<file path="config.mk">
export PLATFORM = sky130hd
export DESIGN_NAME = parking_gate_monitor
export DESIGN_NICKNAME = d
export VERILOG_FILES = /design/src/rtl/parking_pkg.sv /design/src/rtl/parking_lane_fsm.sv /design/src/rtl/parking_gate_monitor.sv
export SDC_FILE = /design/constraint.sdc
export NUM_CORES = 1
export LEC_CHECK = 0
export ABC_AREA = 1
export CORE_ASPECT_RATIO = 0.6
export CORE_MARGIN = 4
export CORE_UTILIZATION = 30
export DETAILED_ROUTE_END_ITERATION = 10
export PLACE_DENSITY = 0.56
export SYNTH_ARGS = -nofsm -noshare
export SYNTH_HDL_FRONTEND = slang
export SYNTH_HIERARCHICAL = 1
export SYNTH_SLANG_ARGS = --single-unit
</file>
<file path="constraint.sdc">
create_clock -name CLOCK_50 -period 4.2 [get_ports CLOCK_50]
set_clock_uncertainty 0.1 [all_clocks]
set_input_delay 0.42 -clock CLOCK_50 [delete_from_list [all_inputs] [get_ports CLOCK_50]]
set_output_delay 0.42 -clock CLOCK_50 [all_outputs]
set_load 0.02 [all_outputs]
</file>
<file path="src/rtl/parking_pkg.sv">
// Shared types, defaults and helpers for the parking gate monitor.
package parking_pkg;

   localparam int DEF_CAPACITY    = 25;
   localparam int DEF_SYNC_STAGES = 2;

   typedef enum logic [2:0] {
      ST_IDLE   = 3'd0,
      ST_IN_A   = 3'd1,
      ST_IN_AB  = 3'd2,
      ST_IN_B   = 3'd3,
      ST_OUT_B  = 3'd4,
      ST_OUT_AB = 3'd5,
      ST_OUT_A  = 3'd6,
      ST_LOST   = 3'd7
   } lane_state_t;

   // Lane counts never exceed 8, so callers zero-extend their event vectors to 8 bits.
   function automatic logic [3:0] popcount(input logic [7:0] v);
      logic [3:0] c;
      c = '0;
      for (int i = 0; i < 8; i++) c = c + {3'b000, v[i]};
      return c;
   endfunction

endpackage

</file>
<file path="src/rtl/parking_lane_fsm.sv">
// One gate lane: sensor synchronisers, edge decode, direction FSM and registered ENTER/EXIT pulses.
module parking_lane_fsm
   import parking_pkg::*;
#(
   parameter int SYNC_STAGES = DEF_SYNC_STAGES
) (
   input  logic clk,
   input  logic rst_n,
   input  logic sig_a,
   input  logic sig_b,
   output logic enter_ev,
   output logic exit_ev,
   output logic enter_pulse,
   output logic exit_pulse
);

   localparam logic [3:0] E_RA = 4'b1000;
   localparam logic [3:0] E_FA = 4'b0100;
   localparam logic [3:0] E_RB = 4'b0010;
   localparam logic [3:0] E_FB = 4'b0001;

   logic [SYNC_STAGES-1:0] sync_a, sync_b;
   logic hist_a, hist_b;
   logic lvl_a, lvl_b;
   logic [3:0] edges;
   lane_state_t state, state_next;
   logic entry, leave;

   always_ff @(posedge clk or negedge rst_n) begin
      if (!rst_n) begin
         sync_a <= '0;
         sync_b <= '0;
         hist_a <= 1'b0;
         hist_b <= 1'b0;
      end else begin
         sync_a <= {sync_a[SYNC_STAGES-2:0], sig_a};
         sync_b <= {sync_b[SYNC_STAGES-2:0], sig_b};
         hist_a <= sync_a[SYNC_STAGES-1];
         hist_b <= sync_b[SYNC_STAGES-1];
      end
   end

   assign lvl_a = sync_a[SYNC_STAGES-1];
   assign lvl_b = sync_b[SYNC_STAGES-1];
   assign edges = {lvl_a & ~hist_a, ~lvl_a & hist_a, lvl_b & ~hist_b, ~lvl_b & hist_b};

   // Exactly one expected edge advances the FSM; any other non-empty edge set drops to LOST.
   always_comb begin
      state_next = state;
      entry      = 1'b0;
      leave      = 1'b0;
      if (state == ST_LOST) begin
         if (!lvl_a && !lvl_b) state_next = ST_IDLE;
      end else if (edges != 4'b0000) begin
         state_next = ST_LOST;
         case (state)
            ST_IDLE: begin
               if (edges == E_RA)      state_next = ST_IN_A;
               else if (edges == E_RB) state_next = ST_OUT_B;
            end
            ST_IN_A: begin
               if (edges == E_RB)      state_next = ST_IN_AB;
               else if (edges == E_FA) state_next = ST_IDLE;
            end
            ST_IN_AB: begin
               if (edges == E_FA)      state_next = ST_IN_B;
               else if (edges == E_FB) state_next = ST_IN_A;
            end
            ST_IN_B: begin
               if (edges == E_FB) begin
                  state_next = ST_IDLE;
                  entry      = 1'b1;
               end else if (edges == E_RA) state_next = ST_IN_AB;
            end
            ST_OUT_B: begin
               if (edges == E_RA)      state_next = ST_OUT_AB;
               else if (edges == E_FB) state_next = ST_IDLE;
            end
            ST_OUT_AB: begin
               if (edges == E_FB)      state_next = ST_OUT_A;
               else if (edges == E_FA) state_next = ST_OUT_B;
            end
            ST_OUT_A: begin
               if (edges == E_FA) begin
                  state_next = ST_IDLE;
                  leave      = 1'b1;
               end else if (edges == E_RB) state_next = ST_OUT_AB;
            end
            default: ;
         endcase
      end
   end

   // The event is staged once before the pulse so the occupancy counter can update on the pulse edge.
   always_ff @(posedge clk or negedge rst_n) begin
      if (!rst_n) begin
         state       <= ST_IDLE;
         enter_ev    <= 1'b0;
         exit_ev     <= 1'b0;
         enter_pulse <= 1'b0;
         exit_pulse  <= 1'b0;
      end else begin
         state       <= state_next;
         enter_ev    <= entry;
         exit_ev     <= leave;
         enter_pulse <= enter_ev;
         exit_pulse  <= exit_ev;
      end
   end

endmodule

</file>
<file path="src/rtl/parking_gate_monitor.sv">
// Multi-lane gate monitor with a shared saturating occupancy counter.
// Optional lifetime entry/exit totals are enabled by defining PARKING_STATS_EN.
module parking_gate_monitor
   import parking_pkg::*;
#(
   parameter int NUM_LANES   = 2,
   parameter int CAPACITY    = DEF_CAPACITY,
   parameter int SYNC_STAGES = DEF_SYNC_STAGES,
   localparam int CNT_W      = $clog2(CAPACITY + 1)
) (
   input  logic                 CLOCK_50,
   input  logic                 RSTN,
   input  logic [NUM_LANES-1:0] SIG_A,
   input  logic [NUM_LANES-1:0] SIG_B,
   output logic [NUM_LANES-1:0] ENTER,
   output logic [NUM_LANES-1:0] EXIT,
   output logic [CNT_W-1:0]     OCCUPANCY,
   output logic                 FULL,
   output logic                 EMPTY,
   output logic                 ALARM
`ifdef PARKING_STATS_EN
   ,
   output logic [15:0]          TOTAL_IN,
   output logic [15:0]          TOTAL_OUT
`endif
);

   localparam logic signed [CNT_W+3:0] CAP_S = signed'((CNT_W + 4)'(CAPACITY));

   logic [NUM_LANES-1:0] ent_ev, ext_ev;
   logic [7:0] ent_pad, ext_pad;
   logic [3:0] n_in, n_out;
   logic signed [CNT_W+3:0] sum;
   logic [CNT_W-1:0] occ_next;
   logic clamp;

   for (genvar i = 0; i < NUM_LANES; i++) begin : g_lane
      parking_lane_fsm #(
         .SYNC_STAGES(SYNC_STAGES)
      ) u_lane (
         .clk         (CLOCK_50),
         .rst_n       (RSTN),
         .sig_a       (SIG_A[i]),
         .sig_b       (SIG_B[i]),
         .enter_ev    (ent_ev[i]),
         .exit_ev     (ext_ev[i]),
         .enter_pulse (ENTER[i]),
         .exit_pulse  (EXIT[i])
      );
   end

   // All lanes completing in one cycle are netted together, then clamped to [0, CAPACITY].
   always_comb begin
      ent_pad = '0;
      ext_pad = '0;
      ent_pad[NUM_LANES-1:0] = ent_ev;
      ext_pad[NUM_LANES-1:0] = ext_ev;
      n_in  = popcount(ent_pad);
      n_out = popcount(ext_pad);
      sum   = signed'({4'b0000, OCCUPANCY}) + signed'((CNT_W + 4)'(n_in))
              - signed'((CNT_W + 4)'(n_out));
      clamp    = 1'b0;
      occ_next = sum[CNT_W-1:0];
      if (sum < 0) begin
         clamp    = 1'b1;
         occ_next = '0;
      end else if (sum > CAP_S) begin
         clamp    = 1'b1;
         occ_next = CNT_W'(CAPACITY);
      end
   end

   always_ff @(posedge CLOCK_50 or negedge RSTN) begin
      if (!RSTN) begin
         OCCUPANCY <= '0;
         ALARM     <= 1'b0;
      end else begin
         OCCUPANCY <= occ_next;
         ALARM     <= clamp;
      end
   end

   assign FULL  = (OCCUPANCY == CNT_W'(CAPACITY));
   assign EMPTY = (OCCUPANCY == '0);

`ifdef PARKING_STATS_EN
   always_ff @(posedge CLOCK_50 or negedge RSTN) begin
      if (!RSTN) begin
         TOTAL_IN  <= '0;
         TOTAL_OUT <= '0;
      end else begin
         TOTAL_IN  <= TOTAL_IN + 16'(n_in);
         TOTAL_OUT <= TOTAL_OUT + 16'(n_out);
      end
   end
`endif

endmodule

</file>
==> flow_metrics.tcl, run 1 <==
set metrics [dict create \
    status "completed" \
    drive_gt1_share_pct 5.92 \
    initial_core_util_pct 31.9 \
    clockRootBuffer "clkbuf_8" \
    nets 329 \
    gr-usage-met2_pct 12.6 \
    place.detailed.hpwl_mm 3.22 \
    fin_crit_sh_pct 62.9 \
    drc 0 \
    portBuffers 17 \
    endpoint_kind "flop" \
    cts-resized-gates 0 \
    grt_pass1_wl_mm 6.80 \
    ios 18 \
    p_leak_nw 1.37 \
    tns_ns 0 \
    die_w_um 113 \
    synth_cells 281 \
    power_density_nw_per_um2 596 \
    via_per_inst 4.19 \
    postLayoutCellArea_um2 2360 \
    startpoint_type "flop" \
    core-area_um2 6280 \
    worstMarginPinSlew_ns 0.384 \
    rsz0062_at_grt "no" \
    max-vdd-ir-drop_mv 0.341 \
    comb_power_share_pct 50.8 \
    slew-limit-headroom_pct 74.4 \
    fp.dieH_um 71.2 \
    grt_pass1_vias 1445 \
    cts_tree "built" \
    layout_commonest_cell "nand2_1" \
    syn_area_um2 2000 \
    numCtsBuffers 5 \
    fin_util_pct 37.7 \
    yosysSeqAreaShare_pct 40.1 \
    ant_nets 0 \
    cts.path.max_buffers 2 \
    die_area_um2 8080 \
    cap_violations 0 \
    syn2layout_area_growth_pct 18.2 \
    fmax_ghz 0.379 \
    fill_cells 668 \
    setup-violations-final 0 \
    finalCriticalPeriod_ns 2.64 \
    final_cell_mix "nand2_1 (102), inv_1 (49), nor2_1 (39)" \
    grt_use_total_pct 10.5 \
    whs_ns 0.248 \
    busiest_layer "met1" \
    clk_pin_slew_ns 0.06 \
    hold_viol 0 \
    p_int_uw 783 \
    use_met3_pct 2.87 \
    power_frac_seq_pct 31.7 \
    crit_required_ns 4.27 \
    slew_viol_final 0 \
    gp_congestion 0.868 \
    diodes 0 \
    path_max_fanout 3 \
    h-tree-depth 2 \
    switching_share_pct 44.4 \
    met1_usage_pct 17.3 \
    cp.arrival_ns 2.71 \
    grt_overflow_total 0 \
    ys_types 15 \
    syn_area_per_cell_um2 7.12 \
    p_switching_uw 625 \
    drtPass1Iterations 5 \
    setup_ws_ns 1.56 \
    power_frac_clock_pct 17.5 \
    wl_per_cell_um 10.4 \
    antenna_found_initial 0 \
    synth_nets 306 \
    vias 1627 \
    ys.warnings.count 6 \
    grt_max_degree 33 \
    post_cts_buffers 0 \
    cts.sinks 32 \
    synth-seq-cells 32 \
    rows 22 \
    pre_cts_ws_ns 1.56 \
    drt_wl_total_mm 4.03 \
    drtIter0Drc 98 \
    hp-class "reg -> reg" \
    insertion_delay_ns 0.27 \
    placed_area_um2 2270 \
    hold_buffers 0 \
    timing_worst_setup_path_type "reg -> reg" \
]
==> flip-flops by register name, indices dropped and copies added (netlist names) <==
register                   count
g_lane.u_lane/sync_b           4
g_lane.u_lane/enter_ev         2
OCCUPANCY                      5
g_lane.u_lane/exit_pulse       2
g_lane.u_lane/exit_ev          2
ALARM                          1
g_lane.u_lane/state            6
g_lane.u_lane/sync_a           4
g_lane.u_lane/hist_b           2
g_lane.u_lane/hist_a           2
g_lane.u_lane/enter_pulse      2
==> cells by family after synthesis <==
family | after synthesis | share of synthesized area, %
AO/OA/AOI/OAI | 4 | 1.31
adder cells (fa/ha/maj) | 19 | 13.0
buffers and inverters | 55 | 10.7
flip-flops | 32 | 40.1
AND/OR/NAND/NOR | 171 | 34.9
==> critical path: stages (launching register included) <==
cell,delay [ns]
dfrtp_1,0.40
fa_1,0.54
inv_1,0.05
fa_1,0.35
inv_1,0.06
ha_1,0.17
fa_1,0.44
nor2_1,0.10
nor2_1,0.06
nand3_2,0.09
nand3_1,0.07
nand2_1,0.07
inv_1,0.04
==> metal layers <==
metal  up-vias  part of all wire, %
met5         -                    0
li1        881                    -
met1       701                   59
met3         4                  6.3
met4         0                 0.87
met2        41                   34
==> cell usage after synthesis <==
master | instances | area share [%]
a21oi_2 | 1 | 0.44
buf_4 | 2 | 0.75
nor4_1 | 4 | 1.3
a21boi_0 | 1 | 0.38
nand3_2 | 2 | 1.0
dfrtp_1 | 32 | 40
inv_1 | 49 | 9.2
fa_1 | 3 | 3.0
o21ai_0 | 2 | 0.50
nor2_1 | 39 | 7.3
inv_2 | 4 | 0.75
nand3_1 | 21 | 5.3
nand2_1 | 102 | 19
nand2_2 | 3 | 0.94
ha_1 | 16 | 10
==> final timing paths <==
check                      cells past startpoint  slack, ns                    endpoint                  startpoint
hold reg to reg                                0       0.25  g_lane[0].u_lane/sync_b[1]  g_lane[0].u_lane/sync_b[0]
hold / removal                                 0       0.25  g_lane[0].u_lane/sync_b[1]  g_lane[0].u_lane/sync_b[0]
setup / recovery                              12       1.56                OCCUPANCY[0]   g_lane[0].u_lane/enter_ev
min in group asynchronous                      2       0.43     g_lane[0].u_lane/hist_a                        RSTN
max in group asynchronous                      2       3.29   g_lane[0].u_lane/enter_ev                        RSTN
setup reg to reg                              12       1.56                OCCUPANCY[0]   g_lane[0].u_lane/enter_ev
==> metrics by stage <==
step                instances  total power [mW]
finish                    388              1.41
global route              388              1.56
CTS                       388              1.41
detailed placement        381              1.16
global placement          381              1.16
floorplan                 281             0.978
==> final cells by class <==
type	count	area, µm²	share of cell area, %
flip-flops and latches	32	801	33.9
multi-input cells	194	985	41.7
clock buffers	7	96.3	4.08
repair buffers	18	178	7.52
inverters	53	199	8.42
well taps	84	105	4.45
==> power by group through the flow <==
stage / logic [mW] / clock network [mW] / registers [mW]
after floorplan: 0.537 / 0 / 0.442
after global placement: 0.711 / 0 / 0.453
after detailed placement: 0.711 / 0 / 0.450
after CTS: 0.716 / 0.253 / 0.445
after global routing: 0.834 / 0.266 / 0.460
final: 0.715 / 0.246 / 0.447
Note: power is estimated with default switching activity, not from simulation.
==> inputs of run 2 (changes only) <==
--- a/config.mk
+++ b/config.mk
@@ -10,7 +10,7 @@
 export CORE_MARGIN = 4
 export CORE_UTILIZATION = 30
 export DETAILED_ROUTE_END_ITERATION = 10
-export PLACE_DENSITY = 0.56
+export PLACE_DENSITY = 0.58
 export SYNTH_ARGS = -nofsm -noshare
 export SYNTH_HDL_FRONTEND = slang
 export SYNTH_HIERARCHICAL = 1
==> constraint.sdc (replaced) <==
create_clock -name CLOCK_50 -period 2.3 [get_ports CLOCK_50]
set_clock_uncertainty 0.1 [all_clocks]
set_input_delay 0.23 -clock CLOCK_50 [delete_from_list [all_inputs] [get_ports CLOCK_50]]
set_output_delay 0.23 -clock CLOCK_50 [all_outputs]
set_load 0.02 [all_outputs]
==> flow_metrics.tcl, run 2 (synthesis gave the netlist of run 1 again) <==
set metrics [dict create \
    status "finished with violations" \
    violations "negative setup slack" \
    fmax_ghz 0.387 \
    slew-limit-headroom_pct 73.3 \
    grt_pass1_wl_mm 7.07 \
    clk_pin_slew_ns 0.07 \
    ant_nets 0 \
    setup_ws_ns -0.285 \
    nets 335 \
    top_regs "g_lane.u_lane/state: 6 flops, OCCUPANCY: 5 flops" \
    fp.dieH_um 71.2 \
    p_leak_nw 1.40 \
    pre_cts_ws_ns -0.321 \
    drt_wl_total_mm 3.92 \
    crit_required_ns 2.38 \
    worstMarginPinSlew_ns 0.400 \
    syn2layout_area_growth_pct 21.5 \
    rsz0062_at_grt "yes" \
    fill_cells 674 \
    numCtsBuffers 5 \
    tns_ns -1.45 \
    postLayoutCellArea_um2 2430 \
    max-vdd-ir-drop_mv 0.426 \
    endpoint_kind "flop" \
    antenna_found_initial 0 \
    placed_area_um2 2290 \
    h-tree-depth 2 \
    insertion_delay_ns 0.28 \
    die_area_um2 8080 \
    hp-class "in -> async" \
    grt_overflow_total 0 \
    grt_pass1_vias 1556 \
    total_power_mw 2.62 \
    hold_viol 0 \
    cts_tree "built" \
    critPathSlowestCell "fa_1" \
    setup-violations-final 6 \
    hold_buffers 0 \
    layout_commonest_cell "nand2_1" \
    cts.sinks 32 \
    clockRootBuffer "clkbuf_8" \
    fin_crit_sh_pct 112 \
    path_common_cell "inv_2" \
    cpPeakStageDelay_ns 0.55 \
    top_register "g_lane.u_lane/state" \
    drive_gt1_share_pct 9.68 \
    cp.arrival_ns 2.66 \
    finalCriticalPeriod_ns 2.58 \
    path_max_fanout 3 \
    initial_core_util_pct 31.9 \
    gp_congestion 0.883 \
    ios 18 \
    wl_per_cell_um 9.94 \
    grt_max_degree 33 \
    drtIter0Drc 105 \
    portBuffers 17 \
    final_cell_mix "nand2_1 (102), inv_1 (46), nor2_1 (39)" \
    drtPass1Iterations 6 \
    power_density_nw_per_um2 1080 \
    vias 1633 \
    rows 22 \
    die_w_um 113 \
    multiInputGateArea_um2 1000 \
    diodes 0 \
    cap_violations 0 \
    grt_use_total_pct 10.7 \
    via_per_inst 4.14 \
    cts.path.max_buffers 2 \
    core-area_um2 6280 \
    startpoint_type "flop" \
    timing_worst_setup_path_type "reg -> reg" \
    crit_chain "inv_2, fa_1, inv_2, fa_2, inv_2, ha_4, fa_1, nor2_1, nor2_1, nand3_2, nand3_1, nand2_1, inv_1" \
    drc 0 \
    largest_register_ffs 6 \
    slew_viol_final 0 \
    whs_ns 0.239 \
    place.detailed.hpwl_mm 3.04 \
    seq_area_um2 801 \
]
==> run 2: critical path: cells and delay by family, from the launching register on <==
kind | cells | cell delay (ns)
buf+inv | 4 | 0.19
simple gates | 5 | 0.40
fa+ha+maj | 4 | 1.44
flops | 1 | 0.36
==> run 2: metal layers <==
| layer | GRT usage [%] | part of all wire, % | up-vias |
|---|---|---|---|
| li1 | - | - | 892 |
| met1 | 16.6 | 56 | 698 |
| met2 | 14.3 | 37 | 38 |
| met3 | 3.29 | 6.6 | 5 |
| met4 | 2.53 | 0.82 | 0 |
| met5 | 0 | 0 | - |
==> run 2: what timing repair did <==
action / CTS / global route
gates resized for setup: 3 / 2
pin swaps: 2 / 2
setup endpoints to repair: 6 / 6
endpoints found under the hold margin: 0 / 0
buffers inserted: 1 / 2
==> run 2: final timing paths <==
path	from	to	cells after the start	slack, ns
worst max register to register	g_lane[1].u_lane/exit_ev	OCCUPANCY[3]	13	-0.28
max in group asynchronous	RSTN	g_lane[1].u_lane/enter_pulse	2	1.57
worst max-delay path	g_lane[1].u_lane/exit_ev	OCCUPANCY[3]	13	-0.28
worst min register to register	g_lane[0].u_lane/sync_b[0]	g_lane[0].u_lane/sync_b[1]	0	0.25
min in group CLOCK_50	g_lane[0].u_lane/sync_b[0]	g_lane[0].u_lane/sync_b[1]	0	0.25
worst min-delay path	RSTN	g_lane[0].u_lane/sync_a[0]	2	0.24
==> run 2: layout make-up <==
cell class                 count  share of cell area, %
tap                           84                   4.33
timing repair buffer          24                   9.17
inverter                      53                   8.19
clock buffer                   7                   3.97
sequential                    32                   33.0
multi-input combinational    194                   41.4
==> run 2: metrics by stage <==
step                      instances  util (%)
after floorplan                 281         -
after global placement          384      36.6
after detailed placement        384      36.6
after CTS                       392      38.4
after global routing            394      38.7
final                           394      38.7
==> run 2: power breakdown <==
group / internal [mW] / switching [mW]
registers: 0.676 / 0.138
clock network: 0.266 / 0.200
logic: 0.513 / 0.826
total: 1.45 / 1.16
==> inputs of run 3 (changes only) <==
--- a/config.mk
+++ b/config.mk
@@ -10,7 +10,7 @@
 export CORE_MARGIN = 4
 export CORE_UTILIZATION = 30
 export DETAILED_ROUTE_END_ITERATION = 10
-export PLACE_DENSITY = 0.58
+export PLACE_DENSITY = 0.56
 export SYNTH_ARGS = -nofsm -noshare
 export SYNTH_HDL_FRONTEND = slang
 export SYNTH_HIERARCHICAL = 1
==> constraint.sdc (replaced) <==
create_clock -name CLOCK_50 -period 2.7 [get_ports CLOCK_50]
set_clock_uncertainty 0.1 [all_clocks]
set_input_delay 0.27 -clock CLOCK_50 [delete_from_list [all_inputs] [get_ports CLOCK_50]]
set_output_delay 0.27 -clock CLOCK_50 [all_outputs]
set_load 0.02 [all_outputs]
==> flow_metrics.tcl, run 3 (synthesis gave the netlist of run 1 again) <==
set metrics [dict create \
    r2r-end "OCCUPANCY[0]" \
    fin_util_pct 37.9 \
    numCtsBuffers 5 \
    worstMarginPinSlew_ns 0.392 \
    cts.sinks 32 \
    startpoint_type "flop" \
    power_density_nw_per_um2 921 \
    setup-violations-final 0 \
    layout_commonest_cell "nand2_1" \
    grt_pass1_wl_mm 6.99 \
    maxUsedRoutingLayer "met4" \
    hold_viol 0 \
    timing.rr.start "g_lane[1].u_lane/exit_ev" \
    fill_cells 667 \
    met2_length_mm 1.48 \
    initial_core_util_pct 31.9 \
    cts.path.max_buffers 2 \
    grt_overflow_total 0 \
    via_per_inst 4.30 \
    syn2layout_area_growth_pct 19.0 \
    placedCellCount 381 \
    stdcell_count 389 \
    slew-limit-headroom_pct 73.9 \
    gp_congestion 0.868 \
    cp.arrival_ns 2.69 \
    grt_pass1_vias 1465 \
    cap_violations 0 \
    portBuffers 17 \
    hold_path.startpoint "g_lane[1].u_lane/sync_a[0]" \
    antenna_found_initial 0 \
    clockRootBuffer "clkbuf_8" \
    routedLengthMet1_mm 2.39 \
    seq_area_um2 801 \
    multiInputGateArea_um2 1010 \
    finalCriticalPeriod_ns 2.62 \
    fin_crit_sh_pct 96.9 \
    crit_required_ns 2.77 \
    clk_pin_slew_ns 0.06 \
    drc 0 \
    grt_max_degree 33 \
    die_area_um2 8080 \
    slew_viol_final 0 \
    endpoint_kind "flop" \
    rsz0062_at_grt "yes" \
    grt_use_total_pct 10.9 \
    fmax_ghz 0.382 \
    whs_ns 0.247 \
    p_leak_nw 1.36 \
    ant_nets 0 \
    fp.dieH_um 71.2 \
    drive_gt1_share_pct 7.87 \
    largest_register_ffs 6 \
    drtIter0Drc 74 \
    final_cell_mix "nand2_1 (102), inv_1 (47), nor2_1 (37)" \
    r2r_setup_slack_ns 0.08 \
    place.detailed.hpwl_mm 3.28 \
    drtPass1Iterations 5 \
    rr_worst_depth 13 \
    vias 1674 \
    core-area_um2 6280 \
    hold_buffers 0 \
    top_regs "g_lane.u_lane/state: 6 flops, OCCUPANCY: 5 flops" \
    ios 18 \
    path_max_fanout 3 \
    diodes 0 \
    cts_tree "built" \
    dr_wl_met3_um 241 \
    min_to "g_lane[1].u_lane/sync_a[1]" \
    insertion_delay_ns 0.28 \
    drt_wl_total_mm 4.14 \
    max-vdd-ir-drop_mv 0.431 \
    status "completed" \
    h-tree-depth 2 \
    top_register "g_lane.u_lane/state" \
    hp-class "reg -> reg" \
    wl_per_cell_um 10.6 \
    holdPathStages 0 \
    rows 22 \
    nets 330 \
    die_w_um 113 \
    timing_worst_setup_path_type "reg -> reg" \
]
[run 3: layout make-up]
| class | count | area share, % |
|---|---|---|
| clock inverters | 1 | 0.210 |
| inverters | 53 | 8.36 |
| flip-flops and latches | 32 | 33.6 |
| multi-input cells | 194 | 42.5 |
| well taps | 84 | 4.42 |
| repair buffers | 19 | 7.78 |
| clock buffers | 6 | 3.05 |
[run 3: per-stage QoR]
stage	power (mW)	area, µm²	TNS (ns)	worst slack, ns
2_1_floorplan	1.52	2000	0	0.191
3_3_place_gp	1.81	2270	0	0.0917
3_5_place_dp	1.81	2270	0	0.0508
4_1_cts	2.16	2340	0	0.0367
5_1_grt	2.44	2380	-0.0998	-0.0409
6_report	2.19	2380	0	0.0843
[run 3: how the worst max path moves through the flow]
stage,startpoint,to,depth (start not counted)
after floorplan,g_lane[0].u_lane/enter_ev,OCCUPANCY[0],12
after global placement,g_lane[0].u_lane/enter_ev,OCCUPANCY[3],12
after detailed placement,g_lane[0].u_lane/enter_ev,OCCUPANCY[0],12
after CTS,g_lane[0].u_lane/enter_ev,OCCUPANCY[0],12
after global routing,g_lane[1].u_lane/exit_ev,OCCUPANCY[3],13
final,g_lane[1].u_lane/exit_ev,OCCUPANCY[0],13
[run 3: where the power goes]
group / leakage [nW] / switching, mW / internal, mW
Combinational: 0.929 / 0.731 / 0.436
Sequential: 0.391 / 0.120 / 0.576
Clock: 0.0410 / 0.154 / 0.175
[run 3: what timing repair did]
action / CTS / global route
endpoints found under the hold margin: 0 / 0
setup endpoints to repair: 0 / 6
gates resized for setup: 0 / 8
setup buffers: 0 / 1
[run 3: metal layers]
metal	global-route usage, %	up-vias
met5	0	-
met4	2.80	0
li1	-	883
met2	13.9	48
met1	17.4	741
met3	2.87	2
[run 3: worst max-delay path: stages, from the launching register on]
cell	delay (ns)
dfrtp_1	0.35
inv_2	0.04
fa_1	0.54
inv_1	0.06
fa_2	0.33
inv_2	0.07
ha_4	0.13
fa_1	0.43
nor2_1	0.12
nor2_1	0.06
nand3_2	0.09
nand3_1	0.08
nand2_1	0.06
inv_1	0.05
